--- src/rtl/cgra_cmd_pkg.sv ---
// Shared definitions for the CGRA custom-0 command responder.
// Holds the STC opcode, funct3 selectors, FSM state encoding, the command
// record pushed into the FIFO and the status-word layout.
package cgra_cmd_pkg;

  localparam logic [6:0]  STC_OPCODE = 7'b0001011;

  localparam logic [2:0]  F3_CFG_WR  = 3'b000;
  localparam logic [2:0]  F3_START   = 3'b001;
  localparam logic [2:0]  F3_STATUS  = 3'b010;

  localparam int          STAT_EMPTY_BIT = 0;
  localparam int          STAT_RUN_LSB   = 8;
  localparam int          STAT_RUN_MSB   = 15;

  localparam logic [31:0] RSP_ERROR  = 32'hFFFF_FFFF;

  typedef enum logic [2:0] {
    ST_IDLE = 3'd0,
    ST_CFG  = 3'd1,
    ST_RUN  = 3'd2,
    ST_WAIT = 3'd3,
    ST_RESP = 3'd4
  } state_t;

  typedef struct packed {
    logic [2:0]  funct3;
    logic [31:0] rs1;
    logic [31:0] rs2;
    logic [4:0]  rd;
  } cmd_t;

  function automatic logic [31:0] status_word(input logic fifo_empty, input logic [7:0] runs);
    logic [31:0] w;
    w = '0;
    w[STAT_EMPTY_BIT] = fifo_empty;
    w[STAT_RUN_MSB:STAT_RUN_LSB] = runs;
    return w;
  endfunction

  function automatic logic [31:0] sat_inc32(input logic [31:0] v);
    return (v == 32'hFFFF_FFFF) ? v : v + 32'd1;
  endfunction

endpackage

--- src/rtl/cgra_cmd_fifo.sv ---
// Synchronous command FIFO with occupancy count.
// Ports: clk_i/rst_i (async active-high), push_i/data_i write side,
// pop_i/data_o read side (data_o shows the head entry), full_o, empty_o,
// count_o current occupancy. Refused pushes (full) and pops (empty) are no-ops.
module cgra_cmd_fifo #(
  parameter int DEPTH = 4,
  parameter int WIDTH = 72
) (
  input  logic                     clk_i,
  input  logic                     rst_i,
  input  logic                     push_i,
  input  logic [WIDTH-1:0]         data_i,
  input  logic                     pop_i,
  output logic [WIDTH-1:0]         data_o,
  output logic                     full_o,
  output logic                     empty_o,
  output logic [$clog2(DEPTH):0]   count_o
);

  localparam int AW = $clog2(DEPTH);
  localparam logic [AW:0] FULL_CNT = (AW+1)'(DEPTH);

  logic [WIDTH-1:0] mem_q [DEPTH];
  logic [AW-1:0]    wr_ptr_q, wr_ptr_d;
  logic [AW-1:0]    rd_ptr_q, rd_ptr_d;
  logic [AW:0]      count_q, count_d;
  logic             push_ok, pop_ok;

  assign full_o  = (count_q == FULL_CNT);
  assign empty_o = (count_q == '0);
  assign count_o = count_q;
  assign data_o  = mem_q[rd_ptr_q];
  assign push_ok = push_i && !full_o;
  assign pop_ok  = pop_i && !empty_o;

  // DEPTH is a power of two, so pointers wrap by plain overflow.
  always_comb begin
    wr_ptr_d = wr_ptr_q;
    rd_ptr_d = rd_ptr_q;
    count_d  = count_q;
    if (push_ok) wr_ptr_d = wr_ptr_q + AW'(1);
    if (pop_ok)  rd_ptr_d = rd_ptr_q + AW'(1);
    case ({push_ok, pop_ok})
      2'b10:   count_d = count_q + (AW+1)'(1);
      2'b01:   count_d = count_q - (AW+1)'(1);
      default: count_d = count_q;
    endcase
  end

  always_ff @(posedge clk_i or posedge rst_i) begin
    if (rst_i) begin
      wr_ptr_q <= '0;
      rd_ptr_q <= '0;
      count_q  <= '0;
    end else begin
      wr_ptr_q <= wr_ptr_d;
      rd_ptr_q <= rd_ptr_d;
      count_q  <= count_d;
    end
  end

  always_ff @(posedge clk_i) begin
    if (push_ok) mem_q[wr_ptr_q] <= data_i;
  end

endmodule

--- src/rtl/cgra_cmd_responder.sv ---
// Custom-0 (STC) command responder sitting between the core and a CGRA.
// Commands are queued in cgra_cmd_fifo and executed one at a time by the FSM:
// configuration writes, CGRA runs with cycle counting, status and error replies.
// Ports: cmd_* command handshake from the core; cfg_* configuration write port;
// cgra_start_o / cgra_done_i run control; rsp_* writeback handshake; busy_o.
//
// state | meaning
// IDLE  | waiting for a queued command; pops head and dispatches
// CFG   | cfg_we_o high for this single cycle
// RUN   | cgra_start_o high for this single cycle, cycle counter cleared
// WAIT  | counting cycles until cgra_done_i
// RESP  | rsp_valid_o held until rsp_ready_i
module cgra_cmd_responder
  import cgra_cmd_pkg::*;
#(
  parameter int DEPTH = 4
) (
  input  logic        clk_i,
  input  logic        rst_i,
  input  logic        cmd_valid_i,
  output logic        cmd_ready_o,
  input  logic [2:0]  cmd_funct3_i,
  input  logic [31:0] cmd_rs1_i,
  input  logic [31:0] cmd_rs2_i,
  input  logic [4:0]  cmd_rd_i,
  output logic        cfg_we_o,
  output logic [7:0]  cfg_addr_o,
  output logic [31:0] cfg_data_o,
  output logic        cgra_start_o,
  input  logic        cgra_done_i,
  output logic        rsp_valid_o,
  input  logic        rsp_ready_i,
  output logic [4:0]  rsp_rd_o,
  output logic [31:0] rsp_data_o,
  output logic        busy_o
);

  localparam int CW = $bits(cmd_t);
  localparam int AW = $clog2(DEPTH);

  cmd_t          push_cmd, head;
  logic [CW-1:0] fifo_dout;
  logic          fifo_full, fifo_empty, fifo_pop;
  logic [AW:0]   fifo_count;
  logic          unused_rs1_hi;

  state_t        state_q, state_d;
  logic [31:0]   cyc_q, cyc_d;
  logic [7:0]    run_cnt_q, run_cnt_d;
  logic          cfg_we_q, cfg_we_d;
  logic [7:0]    cfg_addr_q, cfg_addr_d;
  logic [31:0]   cfg_data_q, cfg_data_d;
  logic          start_q, start_d;
  logic          rsp_valid_q, rsp_valid_d;
  logic [4:0]    rsp_rd_q, rsp_rd_d;
  logic [31:0]   rsp_data_q, rsp_data_d;

  assign push_cmd      = {cmd_funct3_i, cmd_rs1_i, cmd_rs2_i, cmd_rd_i};
  assign head          = fifo_dout;
  assign unused_rs1_hi = ^head.rs1[31:8];

  cgra_cmd_fifo #(.DEPTH(DEPTH), .WIDTH(CW)) u_fifo (
    .clk_i   (clk_i),
    .rst_i   (rst_i),
    .push_i  (cmd_valid_i),
    .data_i  (push_cmd),
    .pop_i   (fifo_pop),
    .data_o  (fifo_dout),
    .full_o  (fifo_full),
    .empty_o (fifo_empty),
    .count_o (fifo_count)
  );

  always_comb begin
    state_d     = state_q;
    cyc_d       = cyc_q;
    run_cnt_d   = run_cnt_q;
    cfg_we_d    = 1'b0;
    cfg_addr_d  = cfg_addr_q;
    cfg_data_d  = cfg_data_q;
    start_d     = 1'b0;
    rsp_valid_d = rsp_valid_q;
    rsp_rd_d    = rsp_rd_q;
    rsp_data_d  = rsp_data_q;
    fifo_pop    = 1'b0;

    case (state_q)
      ST_IDLE: begin
        if (!fifo_empty) begin
          fifo_pop = 1'b1;
          rsp_rd_d = head.rd;
          case (head.funct3)
            F3_CFG_WR: begin
              cfg_we_d   = 1'b1;
              cfg_addr_d = head.rs1[7:0];
              cfg_data_d = head.rs2;
              state_d    = ST_CFG;
            end
            F3_START: begin
              start_d = 1'b1;
              state_d = ST_RUN;
            end
            F3_STATUS: begin
              // Empty bit reports whether anything is queued behind this command.
              rsp_valid_d = 1'b1;
              rsp_data_d  = status_word(fifo_count == (AW+1)'(1), run_cnt_q);
              state_d     = ST_RESP;
            end
            default: begin
              rsp_valid_d = 1'b1;
              rsp_data_d  = RSP_ERROR;
              state_d     = ST_RESP;
            end
          endcase
        end
      end
      ST_CFG: state_d = ST_IDLE;
      ST_RUN: begin
        cyc_d   = '0;
        state_d = ST_WAIT;
      end
      ST_WAIT: begin
        // The done cycle itself counts, so done N cycles after start reports N.
        cyc_d = sat_inc32(cyc_q);
        if (cgra_done_i) begin
          rsp_valid_d = 1'b1;
          rsp_data_d  = sat_inc32(cyc_q);
          run_cnt_d   = run_cnt_q + 8'd1;
          state_d     = ST_RESP;
        end
      end
      ST_RESP: begin
        if (rsp_ready_i) begin
          rsp_valid_d = 1'b0;
          state_d     = ST_IDLE;
        end
      end
      default: state_d = ST_IDLE;
    endcase
  end

  always_ff @(posedge clk_i or posedge rst_i) begin
    if (rst_i) begin
      state_q     <= ST_IDLE;
      cyc_q       <= '0;
      run_cnt_q   <= '0;
      cfg_we_q    <= 1'b0;
      cfg_addr_q  <= '0;
      cfg_data_q  <= '0;
      start_q     <= 1'b0;
      rsp_valid_q <= 1'b0;
      rsp_rd_q    <= '0;
      rsp_data_q  <= '0;
    end else begin
      state_q     <= state_d;
      cyc_q       <= cyc_d;
      run_cnt_q   <= run_cnt_d;
      cfg_we_q    <= cfg_we_d;
      cfg_addr_q  <= cfg_addr_d;
      cfg_data_q  <= cfg_data_d;
      start_q     <= start_d;
      rsp_valid_q <= rsp_valid_d;
      rsp_rd_q    <= rsp_rd_d;
      rsp_data_q  <= rsp_data_d;
    end
  end

  assign cmd_ready_o  = !fifo_full;
  assign cfg_we_o     = cfg_we_q;
  assign cfg_addr_o   = cfg_addr_q;
  assign cfg_data_o   = cfg_data_q;
  assign cgra_start_o = start_q;
  assign rsp_valid_o  = rsp_valid_q;
  assign rsp_rd_o     = rsp_rd_q;
  assign rsp_data_o   = rsp_data_q;
  assign busy_o       = !fifo_empty || (state_q != ST_IDLE);

endmodule

--- config.mk ---
export PLATFORM = sky130hd
export DESIGN_NAME = cgra_cmd_responder
export DESIGN_NICKNAME = d
export VERILOG_FILES = /design/src/rtl/cgra_cmd_pkg.sv /design/src/rtl/cgra_cmd_fifo.sv /design/src/rtl/cgra_cmd_responder.sv
export SDC_FILE = /design/constraint.sdc
export NUM_CORES = 1
export LEC_CHECK = 0
export ABC_CLOCK_PERIOD_IN_PS = 5900
export CORE_AREA = 2 2 158 176
export CTS_BUF_LIST = sky130_fd_sc_hd__clkbuf_4
export CTS_CLUSTER_DIAMETER = 40
export CTS_CLUSTER_SIZE = 28
export DETAILED_ROUTE_END_ITERATION = 10
export DIE_AREA = 0 0 160 178
export HOLD_SLACK_MARGIN = 0.08
export PLACE_DENSITY_LB_ADDON = 0.05
export SLEW_MARGIN = 10
export SYNTH_ARGS = -nofsm -noshare
export SYNTH_HDL_FRONTEND = slang
export SYNTH_SLANG_ARGS = --single-unit
--- constraint.sdc ---
create_clock -name clk_i -period 5.9 [get_ports clk_i]
set_input_delay 1.18 -clock clk_i [delete_from_list [all_inputs] [get_ports clk_i]]
set_output_delay 1.18 -clock clk_i [all_outputs]
set_load 0.01 [all_outputs]
# Word level (Yosys, flattened, before mapping)
# Memory sizes are Yosys's and may differ from the RTL's.
# Index checks and enable logic that the tools add are counted.
dict set report totals {
  register_bits 130
  ramBits 288
  in_bits 77
  n_memories 1
}
dict set report op_classes {
  add_sub_neg 6
  eq_ne 14
  mux 27
  bitwise_logic 1
  n_reduce_logical 20
}
# name words width read_ports rd_clocked_by_memory_dff write_ports line
set mem_list {}
lappend mem_list {u_fifo.mem_q 4 72 1 0 1 cgra_cmd_fifo.sv:23} ;# logic [WIDTH-1:0] mem_q [DEPTH];
# operator n
set op_table {}
lappend op_table {{32-bit case mux with 2 select lines} 3}
lappend op_table {{32-bit two-way mux} 3}
lappend op_table {{32-bit by 1-bit adder with 32-bit output (second input constant)} 1}
lappend op_table {{32-bit == test (second input constant)} 1}
lappend op_table {{1-bit two-way mux} 14}
lappend op_table {{3-bit case mux with 2 select lines} 2}
lappend op_table {{3-bit case mux with 4 select lines} 1}
lappend op_table {{3-bit by 2-bit == test with 1-bit output (second input constant)} 3}
lappend op_table {{3-bit zero test} 3}
lappend op_table {{3-bit two-way mux} 3}
lappend op_table {{8-bit by 1-bit adder with 8-bit output (second input constant)} 1}
lappend op_table {{2-bit != test (second input constant)} 4}
lappend op_table {{3-bit by 1-bit == test with 1-bit output (second input constant)} 2}
lappend op_table {{3-bit == test (second input constant)} 2}
lappend op_table {{3-bit AND reduction} 2}
lappend op_table {{2-bit nonzero test} 3}
lappend op_table {{3-bit nonzero test} 2}
lappend op_table {{5-bit AND reduction} 1}
lappend op_table {{2-bit by 1-bit adder with 2-bit output (second input constant)} 2}
lappend op_table {{2-bit AND reduction} 2}
lappend op_table {{4-bit AND reduction} 1}
lappend op_table {{3-bit by 1-bit adder with 3-bit output (second input constant)} 1}
lappend op_table {{1-bit case mux with 3 select lines} 1}
lappend op_table {{3-bit by 1-bit subtractor with 3-bit output (second input constant)} 1}
lappend op_table {{other kinds (7)} 9}

# Depth between registers and ports, before layout
dict set report logic_depth {
  word_depth 6
  depth_mapped 9
  depth_no_buf 9
}

# By module
# A second synthesis with hierarchy kept.
dict set report hier_totals {
  hier_cells 1090
  hier_area_um2 16951.3
}
# module n_inst cells_each area_each_um2 seq_area_each_um2
set by_module_without_submodules {}
lappend by_module_without_submodules {cgra_cmd_fifo 1 414 10821.6 8823.5}
lappend by_module_without_submodules {cgra_cmd_responder 1 676 6129.6 3078.0}

# Least setup slack after synthesis
# OpenSTA, ideal clock, no wires.
dict set report synth_path {
  kind {input -> register}
  from {input port cmd_valid_i}
  to {memory u_fifo.mem_q[3][0], enable pin}
  setup_ps 411
  t_arrival_ps 2374
  t_required_ps 5489
  setup_slack_ps 3115
  cell_stages 1
  path_buffers 0
  path_cell_list {and3_1}
}
dict set report synth_between {
  elab_chain_cells 3
}
# element line
set synth_rtl {}
lappend synth_rtl {{start: declaration} cgra_cmd_responder.sv:20} ;# input logic cmd_valid_i,
lappend synth_rtl {{1-bit logical AND} cgra_cmd_fifo.sv:33} ;# assign push_ok = push_i && !full_o;
lappend synth_rtl {{1-bit two-way mux} cgra_cmd_fifo.sv:63} ;# if (push_ok) mem_q[wr_ptr_q] <= data_i;
lappend synth_rtl {{1-bit two-way mux (implied by the code)} cgra_cmd_fifo.sv:63}
lappend synth_rtl {{end: declaration} cgra_cmd_fifo.sv:23}
# Every way passes these cells.

# Worst setup path in the final report
dict set report layout_path {
  from {register state_q[0]}
  to {output port busy_o}
}
dict set report layout_between {
  elab_chain_cells 2
}
# element line
set layout_rtl {}
lappend layout_rtl {{start: declaration} cgra_cmd_responder.sv:47} ;# state_t state_q, state_d;
lappend layout_rtl {{start signal: assignment} cgra_cmd_responder.sv:155} ;# state_q <= state_d;
lappend layout_rtl {{3-bit nonzero test} cgra_cmd_responder.sv:176} ;# assign busy_o = !fifo_empty || (state_q != ST_IDLE);
lappend layout_rtl {{1-bit logical OR} cgra_cmd_responder.sv:176}
lappend layout_rtl {{end: declaration} cgra_cmd_responder.sv:35} ;# output logic busy_o
# Every way passes these cells.

==> impl_results.md <==
* Overall Global Routing Usage at 0.204
* WL/cell at 20.5 um
* Area growth from synthesis to layout at 17.9%
* Setup violators final at 0
* Starting Density at 0.496
* Die span in x at 160 um
* First-pass GRT wire length at ~45000 um
* DRT antenna net count at 0
* R2R setup slack at 2.60 ns
* Pwr/cell area at 449 nW/um^2
* Initial DRC count at 438
* # H-tree levels at 2
* Drt first pass iters at 5
* Post-CTS Setup Inserts at 0
* Root buffer cell: clkbuf_4
* Tmin final at roughly 3.6 ns
* Syn nets at approximately 940
* IO Count at approximately 160
* Final period utilization at 0.618
* RSZ-0062 raised after global routing: no
* Vias in the first global route at 8134
* Status: finished, final reports clean
* Syn Area/Cell at 15.6 sq um
* Startpoint Class: flip-flop
* Layout Nets at about 1100
* Crit end category: output pin
* Number of synthesized flops with an enable pin at 192
* Final GP Congestion at between 0.8 and 0.9
* Worst reg2reg endpoint: cfg_data_o[30]
* Synth warn at 0
* Final Hold Viols at 0
* Maximum root-to-sink buffer count at 3
* Slew @ Worst Pin at approximately 1.1 ns
* Max_slew headroom at 0.296
* Post-Syn Area at approximately 13000 sq um
* Hold Crit Class: flip-flop to flip-flop
* Total Negative Setup Slacks at 0 ns
* Post-synthesis sequential area ratio at 0.683
* FFs w/ async S/R, synth at 0.404
* CTS tree: yes
* # fillers at 2120
* Hold_sp: run_cnt_q[7]
* Die Height at around 180 um
* FF+latch count, synth at 322
* WP data arrival at about 2.5 ns
* Core Region at 26600 sq um
* Clk_skew at 0.0639 ns
* Yosys cell types at 57
* Routed WL at 28400 um
* Fraction of layout cells with a size suffix above 1 at 0.189
* Initial antenna violation count at 2
* CTS-repair resized insts at 0
* Port Buffer Count at 134
* Grt ovf at 0
* Fin. max-slew vios at 0
* CTS Buf Count at 40
* Finished Layout Cells at 1381
* Worst hold margin at 0.488 ns
* # rows at 63
* Critical Path RT at 4.72 ns
* Sink Count at between 300 and 400
* Fmax at 274 MHz
* Clk_lat worst skew at 0.68 ns
* Reg clk slew, reported paths at 0.14 ns
* DIE AREA at 28500 sq um
* Vias at 7847
* Synth Flop Type: edfxtp_1
* Hold-fix buffer count after cts at 0
* Reg-to-reg startpoint: u_fifo.rd_ptr_q[0]
* Final HPWL DP at about 18000 um
* Post-Place Cells at 1308
* Total power at 7000 uW
* Static Leak at 0.00562 uW
* Avg Vias per Cell at 5.68
* DRC at 0
* Worst-path maximum fanout at 23
* Max VDD drop at around 0.00026 V
* Max_cap viols at 0
* Gate Count Post-Synth at between 800 and 900
* Hold Crit Endpoint: run_cnt_q[7]
* Largest net degree at the start of global routing at 56
* Reg2reg path depth at 4
* Hold path depth at 1
* Crit Path Category: flip-flop to output pin
[metrics by stage]
step	setup WS, ns	cell area [sq um]	utilization
after detailed placement	2.52	14900	0.561
after floorplan	1.25	13200	-
after global placement	2.54	14900	0.561
final	2.26	15600	0.585
after CTS	2.20	15600	0.584
after global routing	2.10	15600	0.585
[how the worst max path moves through the flow]
| stage | from | to | slack, ns | depth (start not counted) |
|---|---|---|---|---|
| detailed placement | u_fifo.rd_ptr_q[0] | cfg_data_o[11] | 2.52 | 4 |
| floorplan | rst_i | cfg_addr_o[0] | 1.25 | 1 |
| finish | state_q[0] | busy_o | 2.26 | 3 |
| global route | state_q[0] | busy_o | 2.10 | 3 |
| CTS | state_q[0] | busy_o | 2.20 | 3 |
| global placement | u_fifo.rd_ptr_q[0] | cfg_data_o[16] | 2.54 | 4 |
[layout by cell type, fill, tap and decap left out, drive strengths merged, types with 16 or more instances in the layout]
cell	instances
nand4	16
inv	20
dfrtp	130
nand2	53
nor2	47
clkbuf	44
o21ai	30
mux2	45
xnor2	19
edfxtp	192
nand3	21
mux4	48
clkdlybuf4s50	134
a21oi	37
[state kept, by name, summed over array words and instances (netlist names)]
name             cells
cfg_addr_o           8
cfg_data_o          32
cfg_we_o             1
cgra_start_o         1
cyc_q               32
rsp_data_o          32
rsp_rd_o             5
rsp_valid_o          1
run_cnt_q            8
state_q              3
u_fifo.count_o       3
u_fifo.mem_q       192
u_fifo.rd_ptr_q      2
u_fifo.wr_ptr_q      2
[cells in the mapped netlist (all sizes together) (5+ instances only)]
| cell | instances | area share |
|---|---|---|
| and3 | 15 | 0.0071 |
| a22o | 5 | 0.0033 |
| nand2 | 53 | 0.015 |
| nand4 | 16 | 0.0076 |
| mux2 | 45 | 0.038 |
| a211oi | 5 | 0.0032 |
| ha | 11 | 0.010 |
| o22ai | 9 | 0.0043 |
| o22a | 8 | 0.0053 |
| mux4 | 48 | 0.082 |
| dfrtp | 130 | 0.25 |
| buf | 16 | 0.0061 |
| nor3 | 5 | 0.0019 |
| xnor2 | 19 | 0.013 |
| a31oi | 6 | 0.0028 |
| o21ai | 30 | 0.011 |
| o31ai | 8 | 0.0045 |
| mux2i | 10 | 0.0076 |
| xor2 | 14 | 0.0093 |
| edfxtp | 192 | 0.44 |
| a21o | 8 | 0.0045 |
| a21oi | 37 | 0.014 |
| clkbuf | 29 | 0.0082 |
| nand3 | 21 | 0.0089 |
| inv | 11 | 0.0031 |
| and4 | 7 | 0.0046 |
| nor2 | 47 | 0.013 |
[layer usage]
metal  up-vias  global-route usage  wire (um)  share of wire
li1       3568                   -          -              -
met1      4007               0.240      10900           0.38
met2       213               0.366      14900           0.53
met3        57              0.0530       1750          0.062
met4         2              0.0672        794          0.028
met5         -                   0         16        0.00056
[cell families (layout without fill, tap and decap cells)]
kind of cell               after synthesis  in the layout  share of synthesized area
DFF                                    322            322                      0.683
and+or+nand+nor                        189            189                     0.0729
AOI/OAI and AO/OA                      134            134                     0.0665
muxes                                  103            103                      0.128
buffers and inverters                   57            231                     0.0177
xor gates and xnor gates                33             33                     0.0219
adders and majority gates               11             11                     0.0104
other                                    0              1                          0
[power breakdown]
group          internal, uW  switching [uW]
sequential             2960             393
combinational          1200            1020
clock                   588             833
total                  4740            2250
[area by class of cell]
type	instances	area, sq um	share of cell area
clock inverter	28	304	0.0195
antenna	1	2.50	0.000161
timing repair buffer	147	1440	0.0924
multi-input combinational	470	3980	0.255
clock buffer	44	330	0.0212
inverter	12	50.0	0.00321
sequential	322	9020	0.579
tap	357	447	0.0287
[critical path, cell delays in order (launching register included)]
cell,delay (ns)
dfrtp_1,0.92
nor3_1,0.14
nand2b_1,0.17
clkdlybuf4s50_1,0.56
No activity file was read; power rests on OpenSTA's default activity.
